### src/rtl/fcmp_issue_if.sv
// Dispatcher/writeback bus for the float-compare issue stage: op in, tagged result out.
// The master side issues ops and consumes results; the slave side is the compare stage.
interface fcmp_issue_if #(
    parameter int TAG_W = 5
);
    logic             flush;
    logic             in_valid;
    logic             in_ready;
    logic [1:0]       in_op;
    logic [31:0]      in_x1;
    logic [31:0]      in_x2;
    logic [TAG_W-1:0] in_tag;
    logic             out_valid;
    logic             out_ready;
    logic [31:0]      out_data;
    logic [TAG_W-1:0] out_tag;
    logic             out_nv;

    modport master (
        output flush, in_valid, in_op, in_x1, in_x2, in_tag, out_ready,
        input  in_ready, out_valid, out_data, out_tag, out_nv
    );

    modport slave (
        input  flush, in_valid, in_op, in_x1, in_x2, in_tag, out_ready,
        output in_ready, out_valid, out_data, out_tag, out_nv
    );
endinterface

### src/rtl/fcmp_issue.sv
// fcmp_issue: credit-gated issue/collect stage around registered feq/flt/fle comparators.
// Define FCMP_NAN_EN to enable NaN detection (flag squash and invalid-operation reporting).
module fcmp_issue #(
    parameter int TAG_W = 5,
    parameter int DEPTH = 4
) (
    input  logic        clk,
    input  logic        rstn,
    fcmp_issue_if.slave bus
);
    localparam int            AW      = $clog2(DEPTH);
    localparam int            EW      = TAG_W + 2;
    localparam logic [AW+1:0] DEPTH_C = (AW+2)'(DEPTH);

    logic [7:0]       w_e1, w_e2;
    logic             w_zero, w_same, w_lt;
    logic             w_in_ready, w_accept;
    logic             w_flag, w_nv;
    logic [EW-1:0]    w_entry, w_head;
    logic             w_push, w_pop;
    logic [AW:0]      w_wr_nxt, w_rd_nxt, w_count;
    logic [AW+1:0]    w_credit_used;

    logic             r_rstn_q;
    logic             r_s1_valid;
    logic [1:0]       r_s1_op;
    logic [TAG_W-1:0] r_s1_tag;
    logic             r_s1_eq, r_s1_lt, r_s1_le;
    logic [AW:0]      r_wr, r_rd;
    logic [EW-1:0]    r_mem [DEPTH];
    logic             r_out_valid, r_out_flag, r_out_nv;
    logic [TAG_W-1:0] r_out_tag;

    assign w_e1   = bus.in_x1[30:23];
    assign w_e2   = bus.in_x2[30:23];
    assign w_zero = (w_e1 == 8'd0) && (w_e2 == 8'd0);
    assign w_same = (bus.in_x1 == bus.in_x2);

    // Sign-magnitude ordering of the raw encodings
    always_comb begin
        w_lt = 1'b0;
        case ({bus.in_x1[31], bus.in_x2[31]})
            2'b00:   w_lt = (bus.in_x1[30:0] < bus.in_x2[30:0]);
            2'b11:   w_lt = (bus.in_x2[30:0] < bus.in_x1[30:0]);
            2'b10:   w_lt = 1'b1;
            default: w_lt = 1'b0;
        endcase
    end

`ifdef FCMP_NAN_EN
    logic w_nan1, w_nan2, w_snan;
    logic r_s1_nan, r_s1_snan;

    assign w_nan1 = (w_e1 == 8'hFF) && (bus.in_x1[22:0] != 23'd0);
    assign w_nan2 = (w_e2 == 8'hFF) && (bus.in_x2[22:0] != 23'd0);
    assign w_snan = (w_nan1 && !bus.in_x1[22]) || (w_nan2 && !bus.in_x2[22]);

    // NaN classification registered alongside the comparator outputs
    always_ff @(posedge clk) begin
        if (!rstn) begin
            r_s1_nan  <= 1'b0;
            r_s1_snan <= 1'b0;
        end else if (w_accept) begin
            r_s1_nan  <= w_nan1 || w_nan2;
            r_s1_snan <= w_snan;
        end else begin
            r_s1_nan  <= r_s1_nan;
            r_s1_snan <= r_s1_snan;
        end
    end

    // Result selection: any NaN squashes the flag; feq only signals on sNaN
    always_comb begin
        w_flag = 1'b0;
        w_nv   = 1'b0;
        case (r_s1_op)
            2'b00: begin
                w_flag = r_s1_eq && !r_s1_nan;
                w_nv   = r_s1_snan;
            end
            2'b01: begin
                w_flag = r_s1_lt && !r_s1_nan;
                w_nv   = r_s1_nan;
            end
            2'b10: begin
                w_flag = r_s1_le && !r_s1_nan;
                w_nv   = r_s1_nan;
            end
            default: begin
                w_flag = 1'b0;
                w_nv   = 1'b1;
            end
        endcase
    end
`else
    // Result selection from the raw comparator outputs
    always_comb begin
        w_flag = 1'b0;
        w_nv   = 1'b0;
        case (r_s1_op)
            2'b00:   w_flag = r_s1_eq;
            2'b01:   w_flag = r_s1_lt;
            2'b10:   w_flag = r_s1_le;
            default: begin
                w_flag = 1'b0;
                w_nv   = 1'b1;
            end
        endcase
    end
`endif

    // Credit counts buffered results plus the one possibly in the comparator stage
    assign w_count       = r_wr - r_rd;
    assign w_credit_used = {1'b0, w_count} + {{(AW+1){1'b0}}, r_s1_valid};
    assign w_in_ready    = r_rstn_q && (w_credit_used < DEPTH_C);
    assign w_accept      = bus.in_valid && w_in_ready && !bus.flush;

    assign w_entry  = {w_nv, w_flag, r_s1_tag};
    assign w_push   = r_s1_valid;
    assign w_pop    = r_out_valid && bus.out_ready;
    assign w_wr_nxt = r_wr + {{AW{1'b0}}, w_push};
    assign w_rd_nxt = r_rd + {{AW{1'b0}}, w_pop};

    // Next head: bypass the entry being written when it lands at the head slot
    always_comb begin
        w_head = '0;
        if (w_push && (w_rd_nxt == r_wr)) begin
            w_head = w_entry;
        end else begin
            w_head = r_mem[w_rd_nxt[AW-1:0]];
        end
    end

    // Reset-release qualifier for in_ready
    always_ff @(posedge clk) begin
        r_rstn_q <= rstn;
    end

    // Comparator stage: registered compare results with op/tag shadow
    always_ff @(posedge clk) begin
        if (!rstn) begin
            r_s1_valid <= 1'b0;
            r_s1_op    <= 2'b00;
            r_s1_tag   <= '0;
            r_s1_eq    <= 1'b0;
            r_s1_lt    <= 1'b0;
            r_s1_le    <= 1'b0;
        end else if (bus.flush) begin
            r_s1_valid <= 1'b0;
        end else begin
            r_s1_valid <= w_accept;
            if (w_accept) begin
                r_s1_op  <= bus.in_op;
                r_s1_tag <= bus.in_tag;
                r_s1_eq  <= w_zero || w_same;
                r_s1_lt  <= !w_zero && w_lt;
                r_s1_le  <= w_zero || w_lt || w_same;
            end
        end
    end

    // Result storage; credit guarantees a free slot whenever a push arrives
    always_ff @(posedge clk) begin
        if (rstn && !bus.flush && w_push) begin
            r_mem[r_wr[AW-1:0]] <= w_entry;
        end
    end

    // FIFO pointers and registered head view driving the writeback port
    always_ff @(posedge clk) begin
        if (!rstn) begin
            r_wr        <= '0;
            r_rd        <= '0;
            r_out_valid <= 1'b0;
            r_out_flag  <= 1'b0;
            r_out_nv    <= 1'b0;
            r_out_tag   <= '0;
        end else if (bus.flush) begin
            r_wr        <= '0;
            r_rd        <= '0;
            r_out_valid <= 1'b0;
        end else begin
            r_wr        <= w_wr_nxt;
            r_rd        <= w_rd_nxt;
            r_out_valid <= (w_wr_nxt != w_rd_nxt);
            if (w_wr_nxt != w_rd_nxt) begin
                {r_out_nv, r_out_flag, r_out_tag} <= w_head;
            end
        end
    end

    assign bus.in_ready  = w_in_ready;
    assign bus.out_valid = r_out_valid;
    assign bus.out_data  = {31'd0, r_out_flag};
    assign bus.out_tag   = r_out_tag;
    assign bus.out_nv    = r_out_nv;
endmodule
### src/flat_wrapper.sv
// flat-port wrapper written by rule: the top's interface ports become plain ports
module fcmp_issue_flat 
#(
    parameter int TAG_W = 5,
    parameter int DEPTH = 4
)
  (clk, rstn, bus_flush, bus_in_valid, bus_in_op, bus_in_x1, bus_in_x2, bus_in_tag, bus_out_ready, bus_in_ready, bus_out_valid, bus_out_data, bus_out_tag, bus_out_nv);
  fcmp_issue_if #(.TAG_W(TAG_W)) bus_i ();
  input  logic clk;
  input  logic rstn;
  input wire logic [$bits(bus_i.flush)-1:0] bus_flush;
  input wire logic [$bits(bus_i.in_valid)-1:0] bus_in_valid;
  input wire logic [$bits(bus_i.in_op)-1:0] bus_in_op;
  input wire logic [$bits(bus_i.in_x1)-1:0] bus_in_x1;
  input wire logic [$bits(bus_i.in_x2)-1:0] bus_in_x2;
  input wire logic [$bits(bus_i.in_tag)-1:0] bus_in_tag;
  input wire logic [$bits(bus_i.out_ready)-1:0] bus_out_ready;
  output wire logic [$bits(bus_i.in_ready)-1:0] bus_in_ready;
  output wire logic [$bits(bus_i.out_valid)-1:0] bus_out_valid;
  output wire logic [$bits(bus_i.out_data)-1:0] bus_out_data;
  output wire logic [$bits(bus_i.out_tag)-1:0] bus_out_tag;
  output wire logic [$bits(bus_i.out_nv)-1:0] bus_out_nv;
  assign bus_i.flush = bus_flush;
  assign bus_i.in_valid = bus_in_valid;
  assign bus_i.in_op = bus_in_op;
  assign bus_i.in_x1 = bus_in_x1;
  assign bus_i.in_x2 = bus_in_x2;
  assign bus_i.in_tag = bus_in_tag;
  assign bus_i.out_ready = bus_out_ready;
  assign bus_in_ready = bus_i.in_ready;
  assign bus_out_valid = bus_i.out_valid;
  assign bus_out_data = bus_i.out_data;
  assign bus_out_tag = bus_i.out_tag;
  assign bus_out_nv = bus_i.out_nv;
  fcmp_issue #(.TAG_W(TAG_W), .DEPTH(DEPTH)) u_core (.clk(clk), .rstn(rstn), .bus(bus_i));
endmodule
### config.mk
export PLATFORM = sky130hd
export DESIGN_NAME = fcmp_issue_flat
export DESIGN_NICKNAME = d
export VERILOG_FILES = /design/src/rtl/fcmp_issue_if.sv /design/src/rtl/fcmp_issue.sv /design/src/flat_wrapper.sv
export SDC_FILE = /design/constraint.sdc
export NUM_CORES = 1
export LEC_CHECK = 0
export CAP_MARGIN = 20
export CORE_UTILIZATION = 45
export CTS_CLUSTER_DIAMETER = 100
export CTS_CLUSTER_SIZE = 25
export DETAILED_ROUTE_END_ITERATION = 8
export PLACE_DENSITY = 0.8
export SLEW_MARGIN = 20
export SYNTH_ARGS = -nofsm -noshare
export SYNTH_HDL_FRONTEND = slang
export SYNTH_SLANG_ARGS = --single-unit
### constraint.sdc
create_clock -name clk -period 3 [get_ports clk]
set_input_delay 0.6 -clock clk [delete_from_list [all_inputs] [get_ports clk]]
set_output_delay 0.6 -clock clk [all_outputs]
set_load 0.03 [all_outputs]
After elaboration in Yosys (flattened, before gate mapping)
Memory sizes are Yosys's and may differ from the RTL's.
Cells that the tools add are included.

storage, ports and cells
  RAM bits = 28
  output and inout port bits = 40
  word-level logic and storage cells = 58
  bits of input ports = 76
  bits in latches = 0
  flip-flop bits (word level) = 26
  ROM bits = 0
  memories kept = 1

cells by class
  equality and inequality tests = 7
  div/mod/pow operators = 0
  mux-type cells = 6
  bitwise gates (word level) = 2
  shifts and indexed selects = 0
  order comparisons = 3
  multipliers = 0
  reduce and logical (&&, ||, !) cells = 22
  $add $sub $neg = 4

memories
  memory        words  bits a word  rd ports  clocked after memory_dff  wr ports  RTL line          text
  u_core.r_mem  4      7            1         0                         1         fcmp_issue.sv:30  logic [EW-1:0] r_mem [DEPTH];

operator list
  cell                count
  $lt 31x31->1        2
  $eq 32x32->1        1
  $logic_not 8->1     2
  $logic_and 1x1->1   9
  $mux 7              1
  $add 3x1->3         2
  $eq 2x2->1 const B  3
  $pmux 1 s3          2
  $add 3x1->4         1
  $logic_not 2->1     2
  $lt 4x3->1 const B  1
  $reduce_and 2->1    2
  $eq 3x3->1          1
  $logic_or 1x1->1    3
  $mux 1              3
  $ne 3x3->1          1
  $reduce_or 3->1     1
  $sub 3x3->3         1
  $eq 2x1->1 const B  1
  $logic_not 1->1     2
  $not 1->1           2
  $reduce_or 2->1     1

Logic depth before layout (Yosys ltp)
  depth after elaboration = 7
  depth in mapped cells = 10

Worst setup path after synthesis
Ideal clock, no wire load.

  path kind = input -> register
  start point = input bus_out_ready
  end point = register u_core.r_out_flag
  slack = 542 ps
  data arrival time = 2372 ps
  stages on the path = 9
  path through = and2_1 ha_1 ha_1 clkbuf_2 xor2_1 or3_1 buf_2 mux2i_1 a211oi_1

on the way
  cells in the longest elaborated chain, start to end = 5

ends and longest elaborated chain
  what                                                                 RTL line            text
  start: declaration                                                   flat_wrapper.sv:17  input wire logic [$bits(bus_i.out_ready)-1:0] bus_out_ready;
  $logic_and 1x1->1 *                                                  fcmp_issue.sv:120   assign w_pop = r_out_valid && bus.out_ready;
  $add 3x1->3 *                                                        fcmp_issue.sv:122   assign w_rd_nxt = r_rd + {{AW{1'b0}}, w_pop};
  net u_core.w_rd_nxt[1]                                               fcmp_issue.sv:21    logic [AW:0] w_wr_nxt, w_rd_nxt, w_count;
  parallel branches: the longest is 3 deep, another holds $mem_v2 4x7  -
  end signal: assignment                                               fcmp_issue.sv:187   {r_out_nv, r_out_flag, r_out_tag} <= w_head;
  end: declaration                                                     fcmp_issue.sv:31    logic r_out_valid, r_out_flag, r_out_nv;

Mark *: on every way through the listed nets, which the timed path passes.
A chain may end at the register's enable or synchronous reset.

Final worst setup path
  start point = input bus_in_x1[21]
  end point = register u_core.r_s1_le

on the way
  cells in the longest elaborated chain, start to end = 4

ends and longest elaborated chain
  what                                    RTL line                            text
  start: declaration                      flat_wrapper.sv:14                  input wire logic [$bits(bus_i.in_x1)-1:0] bus_in_x1;
  $lt 31x31->1, on equally long branches  fcmp_issue.sv:44, fcmp_issue.sv:43
  $pmux 1 s3                              fcmp_issue.sv:42                    case ({bus.in_x1[31], bus.in_x2[31]})
  $logic_or 1x1->1                        fcmp_issue.sv:157                   r_s1_le <= w_zero || w_lt || w_same;
  $logic_or 1x1->1 *                      fcmp_issue.sv:157
  end signal: assignment                  fcmp_issue.sv:157
  end: declaration                        fcmp_issue.sv:28                    logic r_s1_eq, r_s1_lt, r_s1_le;

Mark *: on every way between the ends. The rest lies on a longest branch, timed or not.

==> metrics <==
outcome=finished, final reports clean; GR Util All Layers=18.2%; Final Cell Area=4340 sq um; GR Layer Usage met3=2.71%; synth warn=0; CTS Buf Count=5; Tmin final=2.75 ns; top cell type's share of synthesized area=25.1%; max_cap viols=0; Lkg Pwr=1.93 nW; DRT iter0 DRCs=86; largest net degree at the start of global routing=18; Clk Latency, worst-skew pair=0.30 ns; Post-DRT Antenna Nets=0; core area=7210 sq um; std cell rows=31; list of most frequent post-synthesis cells=ha_1, inv_1, buf_4, edfxtp_1; Placed Cells=505; top-count cell post-synth=ha_1; fin nets=530; Syn Area/Cell=10.5 sq um; CP arrival=2.96 ns; drt wl/cell=13.1 um; Top FF cell, synth=edfxtp_1; Max FO, Critical Path=3; R2R depth=10; unrepaired setup endpoints after global routing=false; clock sink count=54; Die Area=7790 sq um; DRC violations left=0; Boundary Pins=116; gp weighted congestion=0.845; Hold Path Class=register to register; met2 Track Usage GR=33.4%; PwrDens=353 nW/um^2; post-synthesis async set-or-reset flop share=0%; worst path required time=3.21 ns; r2r startpoint=u_core.r_wr[0]$_SDFF_PP0_; Vias=2,490; Synth area leaders=edfxtp_1, dfxtp_1, ha_1; EDFF count, synth=28; clock slew at reported path FFs=0.09 ns; Area Growth Syn to Fin=29.8%; DR pass1 iterations=4; hold path start=u_core.r_s1_eq$_SDFFE_PN0P_; Via density=4.85; Cell Area, Synth=3350 sq um; Max Clock Skew=0.00932 ns; Post-CTS Setup Inserts=0; Inserted Diodes=0; first-pass GRT wire length=11,000 um; clk buf depth=2; number of synthesized register bits=54; Crit. Startpoint=bus_in_x1[21]; depth of the CTS H-tree=2; post-DP HPWL=5570 um; # fillers=620; number of global-route vias before repair=2,472; # setup viols final=0; VDD IR max=0.177 mV; busiest layer in global routing=met2; Max Fclk=363 MHz; Die Y=88.2 um; fin worst setup slack=0.248 ns; M1 GR Usage=22.8%; DIE WIDTH=88.2 um; Post-CTS Hold Fix Bufs=0; Least-Margin Pin Slew=0.685 ns; Netlist cell types=45; startpoint types=input port; Final period util=91.7%; Starting Density=46.4%; Max-slew headroom=53.8%; dominant cell type by area after synthesis=edfxtp_1; total routed wirelength=6740 um; Post-DP Area=4240 sq um; initial antenna violation count=0; Placement Setup Slack=-0.0901 ns; CTS root buf=clkbuf_8; Slew Limit Fails=0; Worst setup EP type=register; Final Hold Fails=0; Port Buffer Count=84; Seq/Total Area, Yosys=40.7%; final hold slack=0.450 ns; CTS tree=built; hold path cells=2; ratio of cells with drive above 1 in the final layout=7.00%; post-CTS sizing=0; grt total ovfl=0; Final Non-Filler Cells=513; critical path class=input port to register; Synth Instances=319
-- path summary, 6_finish.rpt --
path	to	slack (ns)
hold / removal	u_core.r_s1_eq$_SDFFE_PN0P_	0.45
setup / recovery	u_core.r_s1_le$_SDFFE_PN0P_	0.25
setup reg to reg	u_core.r_s1_lt$_SDFFE_PN0P_	0.30
hold reg to reg	u_core.r_s1_eq$_SDFFE_PN0P_	0.45
-- layer usage --
metal / wire length (um) / share of wire [%] / vias to the layer above
met5: 0 / 0 / -
met4: 50 / 0.74 / 0
met3: 137 / 2.0 / 4
met2: 3610 / 54 / 47
met1: 2940 / 44 / 1190
li1: - / - / 1249
-- worst max-delay path: stages --
cell	delay, ns
clkdlybuf4s50_1	0.46
inv_1	0.05
ha_1	0.30
a41o_1	0.22
a21oi_1	0.13
o21ai_1	0.10
a2111oi_0	0.60
a221oi_1	0.21
o32ai_1	0.29
-- cells in the final DEF, fill, tap and decap left out, types with 3 or more instances in the layout --
master | Yosys | routed
a21o_1 | 3 | 3
nand2_1 | 7 | 7
mux4_2 | 7 | 7
nor4_1 | 5 | 5
dfxtp_1 | 26 | 26
nand4_1 | 7 | 7
nor2_1 | 26 | 26
edfxtp_1 | 28 | 28
ha_1 | 40 | 40
xnor2_1 | 8 | 8
a211oi_1 | 8 | 8
mux2i_1 | 15 | 15
inv_1 | 39 | 39
and2_1 | 7 | 7
clkbuf_8 | 0 | 6
o21ai_0 | 3 | 3
conb_1 | 1 | 31
a21oi_1 | 12 | 12
buf_4 | 32 | 11
nand3_1 | 6 | 6
clkdlybuf4s50_1 | 0 | 83
o21ai_1 | 3 | 3
nor3_1 | 3 | 3
-- layout make-up --
| cell class | count | area [sq um] | share of cell area, % |
|---|---|---|---|
| Tap cell | 99 | 124 | 2.85 |
| Sequential cell | 54 | 1360 | 31.3 |
| Clock inverter | 2 | 17.5 | 0.403 |
| Multi-Input combinational cell | 217 | 1680 | 38.7 |
| Clock buffer | 6 | 82.6 | 1.90 |
| Inverter | 40 | 150 | 3.46 |
| Timing Repair Buffer | 95 | 926 | 21.3 |
-- cell families (layout without fill, tap and decap cells) --
logic type / Yosys count / count (layout) / share of synthesized area, %
buffers and inverters: 78 / 143 / 12.4
AO/OA/AOI/OAI: 39 / 39 / 7.85
other: 1 / 31 / 0.112
XOR/XNOR: 10 / 10 / 2.62
multiplexers: 22 / 22 / 9.20
flip-flops: 54 / 54 / 40.7
adder cells (fa/ha/maj): 41 / 41 / 15.6
AND/OR/NAND/NOR: 74 / 74 / 11.6
-- metrics by stage --
stage | setup TNS (ns) | util, % | power, W
6_report | 0 | 60.2 | 0.00153
3_5_place_dp | -0.122 | 58.8 | 0.00113
5_1_grt | 0 | 60.2 | 0.00161
3_3_place_gp | 0 | 58.8 | 0.00112
2_1_floorplan | 0 | - | 0.00101
4_1_cts | 0 | 60.2 | 0.00155
-- power breakdown --
group / internal (W) / switching (W)
sequential: 0.000783 / 0.00000919
combinational: 0.000158 / 0.000161
clock: 0.000190 / 0.000231
total: 0.00113 / 0.000401
-- registers in the layout (all words and copies together), names as in the netlist, 2 cells and up --
register / flops
u_core.bus.out_tag: 5
u_core.r_rd: 3
u_core.r_mem: 28
u_core.r_wr: 3
u_core.r_s1_tag: 5
u_core.r_s1_op: 2
Note: power is estimated with default switching activity, not from simulation.
